===== src/rtl/envelope_generator.sv =====
// Per-oscillator envelope generator: walks a packed stage table of (rate, duration) pairs and
// produces a velocity-scaled gain one sample after the internal amplitude.
module envelope_generator #(
  parameter int unsigned ENVELOPE_LEN = 4,
  parameter int unsigned RESET_BIT    = 0,
  parameter int unsigned GATE_BIT     = 1
) (
  input  logic                            sample_clk,
  input  logic                            rstn,
  input  logic [16*ENVELOPE_LEN-1:0]      envelopes,
  input  logic [7:0]                      cmds,
  input  logic [31:0]                     velocity,
  output logic [15:0]                     gain,
  output logic                            active,
  output logic [$clog2(ENVELOPE_LEN)-1:0] stage
);

  localparam int unsigned SW = $clog2(ENVELOPE_LEN);
  localparam logic [SW-1:0] LastStage = SW'(ENVELOPE_LEN - 1);

  typedef enum logic [1:0] {StIdle, StRun, StHold} state_e;

  state_e              r_state, w_state_d;
  logic [15:0]         r_amp, w_amp_d;
  logic [7:0]          r_dcnt, w_dcnt_d;
  logic [SW-1:0]       r_stage, w_stage_d;
  logic [15:0]         r_gain, w_gain_d;
  logic                r_active, w_active_d;
  logic                r_trig_q;

  logic [7:0]          w_rate_tab [ENVELOPE_LEN];
  logic [7:0]          w_dur_tab  [ENVELOPE_LEN];
  logic                w_trig, w_gate, w_adv;
  logic [7:0]          w_rate, w_dur_nx;
  logic [SW-1:0]       w_stage_nx;
  logic signed [17:0]  w_sum;
  logic [15:0]         w_amp_sat;
  logic [31:0]         w_prod;
  logic                w_unused_bits;

  for (genvar j = 0; j < ENVELOPE_LEN; j++) begin : g_tab
    assign w_rate_tab[j] = envelopes[16*j +: 8];
    assign w_dur_tab[j]  = envelopes[16*j+8 +: 8];
  end

  assign w_trig     = cmds[RESET_BIT] & ~r_trig_q;
  assign w_gate     = cmds[GATE_BIT];
  assign w_rate     = w_rate_tab[r_stage];
  assign w_stage_nx = r_stage + SW'(1);
  assign w_dur_nx   = w_dur_tab[w_stage_nx];

  // 18-bit signed sum covers amp + rate*256 over the full range, so both ends can clamp
  assign w_sum = $signed({2'b00, r_amp}) + $signed({{2{w_rate[7]}}, w_rate, 8'h00});

  always_comb begin : p_sat
    if (w_sum[17]) begin
      w_amp_sat = 16'h0000;
    end else if (w_sum[16]) begin
      w_amp_sat = 16'hFFFF;
    end else begin
      w_amp_sat = w_sum[15:0];
    end
  end

  assign w_unused_bits = ^{velocity[31:16], cmds};

  always_ff @(posedge sample_clk or negedge rstn) begin : p_state_reg
    if (!rstn) begin
      r_state  <= StIdle;
      r_amp    <= '0;
      r_dcnt   <= '0;
      r_stage  <= '0;
      r_gain   <= '0;
      r_active <= 1'b0;
      r_trig_q <= 1'b0;
    end else begin
      r_state  <= w_state_d;
      r_amp    <= w_amp_d;
      r_dcnt   <= w_dcnt_d;
      r_stage  <= w_stage_d;
      r_gain   <= w_gain_d;
      r_active <= w_active_d;
      r_trig_q <= cmds[RESET_BIT];
    end
  end

  always_comb begin : p_next
    w_state_d = r_state;
    w_amp_d   = r_amp;
    w_dcnt_d  = r_dcnt;
    w_stage_d = r_stage;
    w_adv     = 1'b0;
    if (w_trig) begin
      w_amp_d   = '0;
      w_stage_d = '0;
      if (w_dur_tab[0] == 8'd0) begin
        w_state_d = StHold;
        w_dcnt_d  = '0;
      end else begin
        w_state_d = StRun;
        w_dcnt_d  = w_dur_tab[0];
      end
    end else begin
      case (r_state)
        StRun: begin
          w_amp_d  = w_amp_sat;
          w_dcnt_d = r_dcnt - 8'd1;
          w_adv    = (r_dcnt == 8'd1);
        end
        StHold:  w_adv = ~w_gate;
        default: w_amp_d = '0;
      endcase
      if (w_adv) begin
        if (r_stage == LastStage) begin
          w_state_d = StIdle;
          w_amp_d   = '0;
          w_stage_d = '0;
          w_dcnt_d  = '0;
        end else begin
          w_stage_d = w_stage_nx;
          if (w_dur_nx == 8'd0) begin
            w_state_d = StHold;
            w_dcnt_d  = '0;
          end else begin
            w_state_d = StRun;
            w_dcnt_d  = w_dur_nx;
          end
        end
      end
    end
  end

  always_comb begin : p_out
    w_active_d = (w_state_d != StIdle);
    w_prod     = r_amp * velocity[15:0];
    w_gain_d   = w_prod[31:16];
  end

  assign gain   = r_gain;
  assign active = r_active;
  assign stage  = r_stage;

endmodule


===== config.mk =====
export PLATFORM = sky130hd
export DESIGN_NAME = envelope_generator
export DESIGN_NICKNAME = d
export VERILOG_FILES = /design/src/rtl/envelope_generator.sv
export SDC_FILE = /design/constraint.sdc
export NUM_CORES = 1
export LEC_CHECK = 0
export CORE_UTILIZATION = 50
export CTS_BUF_LIST = sky130_fd_sc_hd__clkbuf_4 sky130_fd_sc_hd__clkbuf_8
export DETAILED_ROUTE_END_ITERATION = 7
export HOLD_SLACK_MARGIN = 0.08
export MAX_ROUTING_LAYER = met4
export PLACE_DENSITY = 0.72
export SLEW_MARGIN = 20
export SYNTH_ARGS = -nofsm -noshare
export SYNTH_HDL_FRONTEND = slang
export SYNTH_SLANG_ARGS = --single-unit

===== constraint.sdc =====
create_clock -name sample_clk -period 8.1 [get_ports sample_clk]
set_clock_uncertainty 0.05 [all_clocks]
set_input_delay 1.215 -clock sample_clk [delete_from_list [all_inputs] [get_ports sample_clk]]
set_output_delay 1.215 -clock sample_clk [all_outputs]
set_load 0.02 [all_outputs]

==> load_flow_metrics.sql <==
INSERT INTO impl_metrics (metric_group, metric, value, unit) VALUES
('outcome', 'run_status', 'finished clean', ''),
('floorplan', 'die_height', '151.3', 'µm'),
('setup_path', 'worstPathRequired', '8.22', 'ns'),
('clock_tree', 'clkSinkCount', '46', ''),
('yosys', 'synth_ff_type', 'dfrtp_1', ''),
('yosys', 'mappedNetlistNets', '1656', ''),
('yosys', 'synth_area', '11150', 'µm²'),
('timing', 'max-slew-margin-rel', '43.76', '%'),
('clock_tree', 'postCtsSetupBuffers', '0', ''),
('setup_path', 'worst-path-max-fanout', '16', ''),
('global_route', 'grt_max_degree', '47', ''),
('cells_and_area', 'post-route-cell-area', '12560', 'µm²'),
('timing', 'setup_repair_after_global_routing_missed_its_margin', 'false', ''),
('timing', 'final.min_clock_period', '7.422', 'ns'),
('global_route', 'grt_use_met3', '2.289', '%'),
('min_path', 'hold_path_class', 'reg -> reg', ''),
('timing', 'hold_viol_final', '0', ''),
('detailed_routing', 'ant_nets', '0', ''),
('floorplan', 'io_pins', '125', ''),
('setup_path', 'critical_path.startpoint_type', 'input pin', ''),
('global_route', 'number_of_global_route_vias_before_repair', '9284', ''),
('place', 'dpl_cell_area', '12460', 'µm²'),
('yosys', 'yosys_register_bits', '46', ''),
('yosys', 'async_flop_share', '100.0', '%'),
('detailed_routing', 'number_of_vias_after_detailed_routing', '8822', ''),
('clock_tree', 'clock_tree_from_tritoncts', 'done', ''),
('global_route', 'grt_pass1_wl', '44640', 'µm'),
('floorplan', 'die-area', '22900', 'µm²'),
('cells_and_area', 'area_growth', '12.63', '%'),
('clock_tree', 'cts.path.max_buffers', '2', ''),
('detailed_routing', 'avgRoutedWirePerCell', '16.53', 'µm'),
('timing', 'finalSetupViolCount', '0', ''),
('floorplan', 'num_rows', '54', ''),
('detailed_routing', 'detail_route.first_pass.iterations', '5', ''),
('cells_and_area', 'num_antenna_cells', '0', ''),
('setup_path', 'crit_path_launch', 'velocity[13]', ''),
('yosys', 'avgSynthCellArea', '8.983', 'µm²'),
('timing', 'fmax', '134.7', 'MHz'),
('clock_tree', 'clkSlewWorstSetupHoldPaths', '0.10', 'ns'),
('setup_path', 'criticalPathCategory', 'in -> reg', ''),
('timing', 'part_of_the_cycle_the_worst_path_needs', '91.63', '%'),
('global_route', 'antenna_violations_before_repair', '0', ''),
('clock_tree', 'clock-root-buffer', 'clkbuf_8', ''),
('global_route', 'globalRouteTotalUtil', '25.88', '%'),
('place', 'gpl.final_weighted_congestion', '0.9156', ''),
('clock_tree', 'cts-htree-levels', '2', ''),
('detailed_routing', 'drtIter0Drc', '470', ''),
('floorplan', 'initial_core_util', '51.08', '%'),
('place', 'io_buffer_count', '102', ''),
('global_route', 'grt.busiest_layer', 'met2', ''),
('yosys', 'synth_seq_area_share', '10.33', '%'),
('timing', 'final-max-slew-violation-count', '0', ''),
('setup_path', 'rr_startpoint', 'r_amp[12]', ''),
('detailed_routing', 'detail_route.drc_violations', '0', ''),
('global_route', 'grt_overflow_total', '0', ''),
('job', 'drv_cap', '0', ''),
('floorplan', 'core', '21820', 'µm²'),
('yosys', 'yosys_warnings', '0', ''),
('yosys', 'synth.distinct_cells', '61', ''),
('place', 'dp_hpwl', '21290', 'µm'),
('clock_tree', 'post_cts_gate_resize_count', '0', ''),
('yosys', 'synth-edff-count', '0', ''),
('clock_tree', 'cts_hold_buf', '0', ''),
('timing', 'worst_slew_pin_slew', '0.8436', 'ns'),
('detailed_routing', 'drt-vias-per-instance', '5.507', ''),
('floorplan', 'die_x', '151.3', 'µm'),
('setup_path', 'setup.worst_path.end_class', 'flop', ''),
('detailed_routing', 'routed_wirelength', '26480', 'µm'),
('cells_and_area', 'num-fill-cells', '1996', ''),
('cells_and_area', 'drive_gt1_share', '4.312', '%'),
('global_route', 'grt.met1_usage', '33.07', '%'),
('yosys', 'synth_cells', '1241', ''),
('clock_tree', 'cts_inserted_buffers', '5', ''),
('min_path', 'worst_hold_start', 'r_dcnt[5]', ''),
('cells_and_area', 'design.final.nets', '1736', ''),
('global_route', 'gr-usage-met2', '43.56', '%'),
('setup_path', 'endpoint_arrival_time_on_the_critical_path', '7.54', 'ns'),
('timing', 'final.setup.tns', '0', 'ns'),
('clock_tree', 'clkLatencyLatePin', '0.33', 'ns');
## flip-flops by register name (all words and copies together), names as in the netlist
| register | flops |
|---|---|
| r_state | 2 |
| r_dcnt | 8 |
| r_amp | 16 |
| active | 1 |
| r_trig_q | 1 |
| stage | 2 |
| gain | 16 |
## layout make-up
class,count,area [µm²],area share [%]
sequential,46,1152,9.178
tap,280,350.3,2.790
clock buffer,5,68.82,0.5481
multi-input combinational,901,8882,70.74
timing repair buffer,120,1154,9.188
inverter,247,927.1,7.384
clock inverter,3,21.27,0.1694
## through the flow
step | hold slack (ns) | worst slack (ns) | utilization (%) | cells
2_1_floorplan | 0.4667 | 1.660 | - | 1241
3_3_place_gp | 0.5067 | 0.5408 | 57.10 | 1594
3_5_place_dp | 0.4943 | 0.5081 | 57.10 | 1594
4_1_cts | 0.5192 | 0.8131 | 57.52 | 1602
5_1_grt | 0.5610 | 0.4287 | 57.53 | 1602
6_report | 0.5199 | 0.6781 | 57.53 | 1602
## cell usage after synthesis (8+ instances only)
cell type | instances | area share [%]
nand4_1 | 10 | 0.56
xnor2_1 | 18 | 1.4
a21o_1 | 19 | 1.3
fa_1 | 194 | 35
dfrtp_1 | 46 | 10
o21ai_0 | 25 | 1.1
a31oi_1 | 8 | 0.45
nor2_1 | 34 | 1.1
mux4_2 | 16 | 3.2
and2_1 | 126 | 7.1
ha_1 | 115 | 13
a21oi_1 | 55 | 2.5
inv_1 | 246 | 8.3
xor2_1 | 11 | 0.86
nand2_1 | 174 | 5.9
clkbuf_1 | 41 | 1.4
nor3_1 | 10 | 0.45
## final timing paths
kind,endpoint,slack (ns),cells past startpoint
worst max-delay path,gain[15],0.68,19
worst min-delay path,r_dcnt[5],0.52,2
worst max register to register,gain[15],1.54,20
worst min register to register,r_dcnt[5],0.52,2
max in group asynchronous,stage[0],6.73,1
min in group asynchronous,r_amp[0],0.85,1
## critical path, stage by stage
cell,delay (ns)
clkdlybuf4s50_1,0.76
and2_1,0.38
fa_1,0.61
fa_1,0.44
fa_1,0.52
fa_1,0.43
fa_1,0.49
inv_1,0.05
fa_1,0.47
inv_1,0.04
ha_1,0.38
nand2_1,0.15
nor3_1,0.52
nand3_1,0.16
o41ai_1,0.28
buf_4,0.20
o31ai_1,0.14
nor3_1,0.21
a311oi_1,0.08
## cells by family after synthesis
logic type | synth area share, %
AO/OA/AOI/OAI | 8.810
XOR/XNOR | 2.278
flip-flops | 10.33
buffers and inverters | 10.00
multiplexers | 3.356
adder cells (fa/ha/maj) | 47.74
AND/OR/NAND/NOR | 17.49
## cells in the final DEF, fill, tap and decap left out, types with 7 or more instances in the layout
cell             instances
nor3_1                  10
o211ai_1                 7
xor2_1                  11
inv_1                  246
ha_1                   115
and2_1                 126
nand2_1                174
nand4_1                 10
a31oi_1                  8
nand3_1                  7
fa_1                   194
nor2_1                  34
dfrtp_1                 45
a21o_1                  19
xnor2_1                 18
clkdlybuf4s50_1        101
o21ai_0                 25
a21oi_1                 55
buf_4                   19
mux4_2                  16
## routing by layer
metal,share of wire (%),wire [µm],vias up
met5,0,0,-
met4,2.2,578,0
met3,5.8,1529,54
met2,51,13600,305
met1,41,10780,4418
li1,-,-,4045
Power is not shown: default switching activity piles up to over one toggle a cycle in this logic, so the estimate is an artifact.
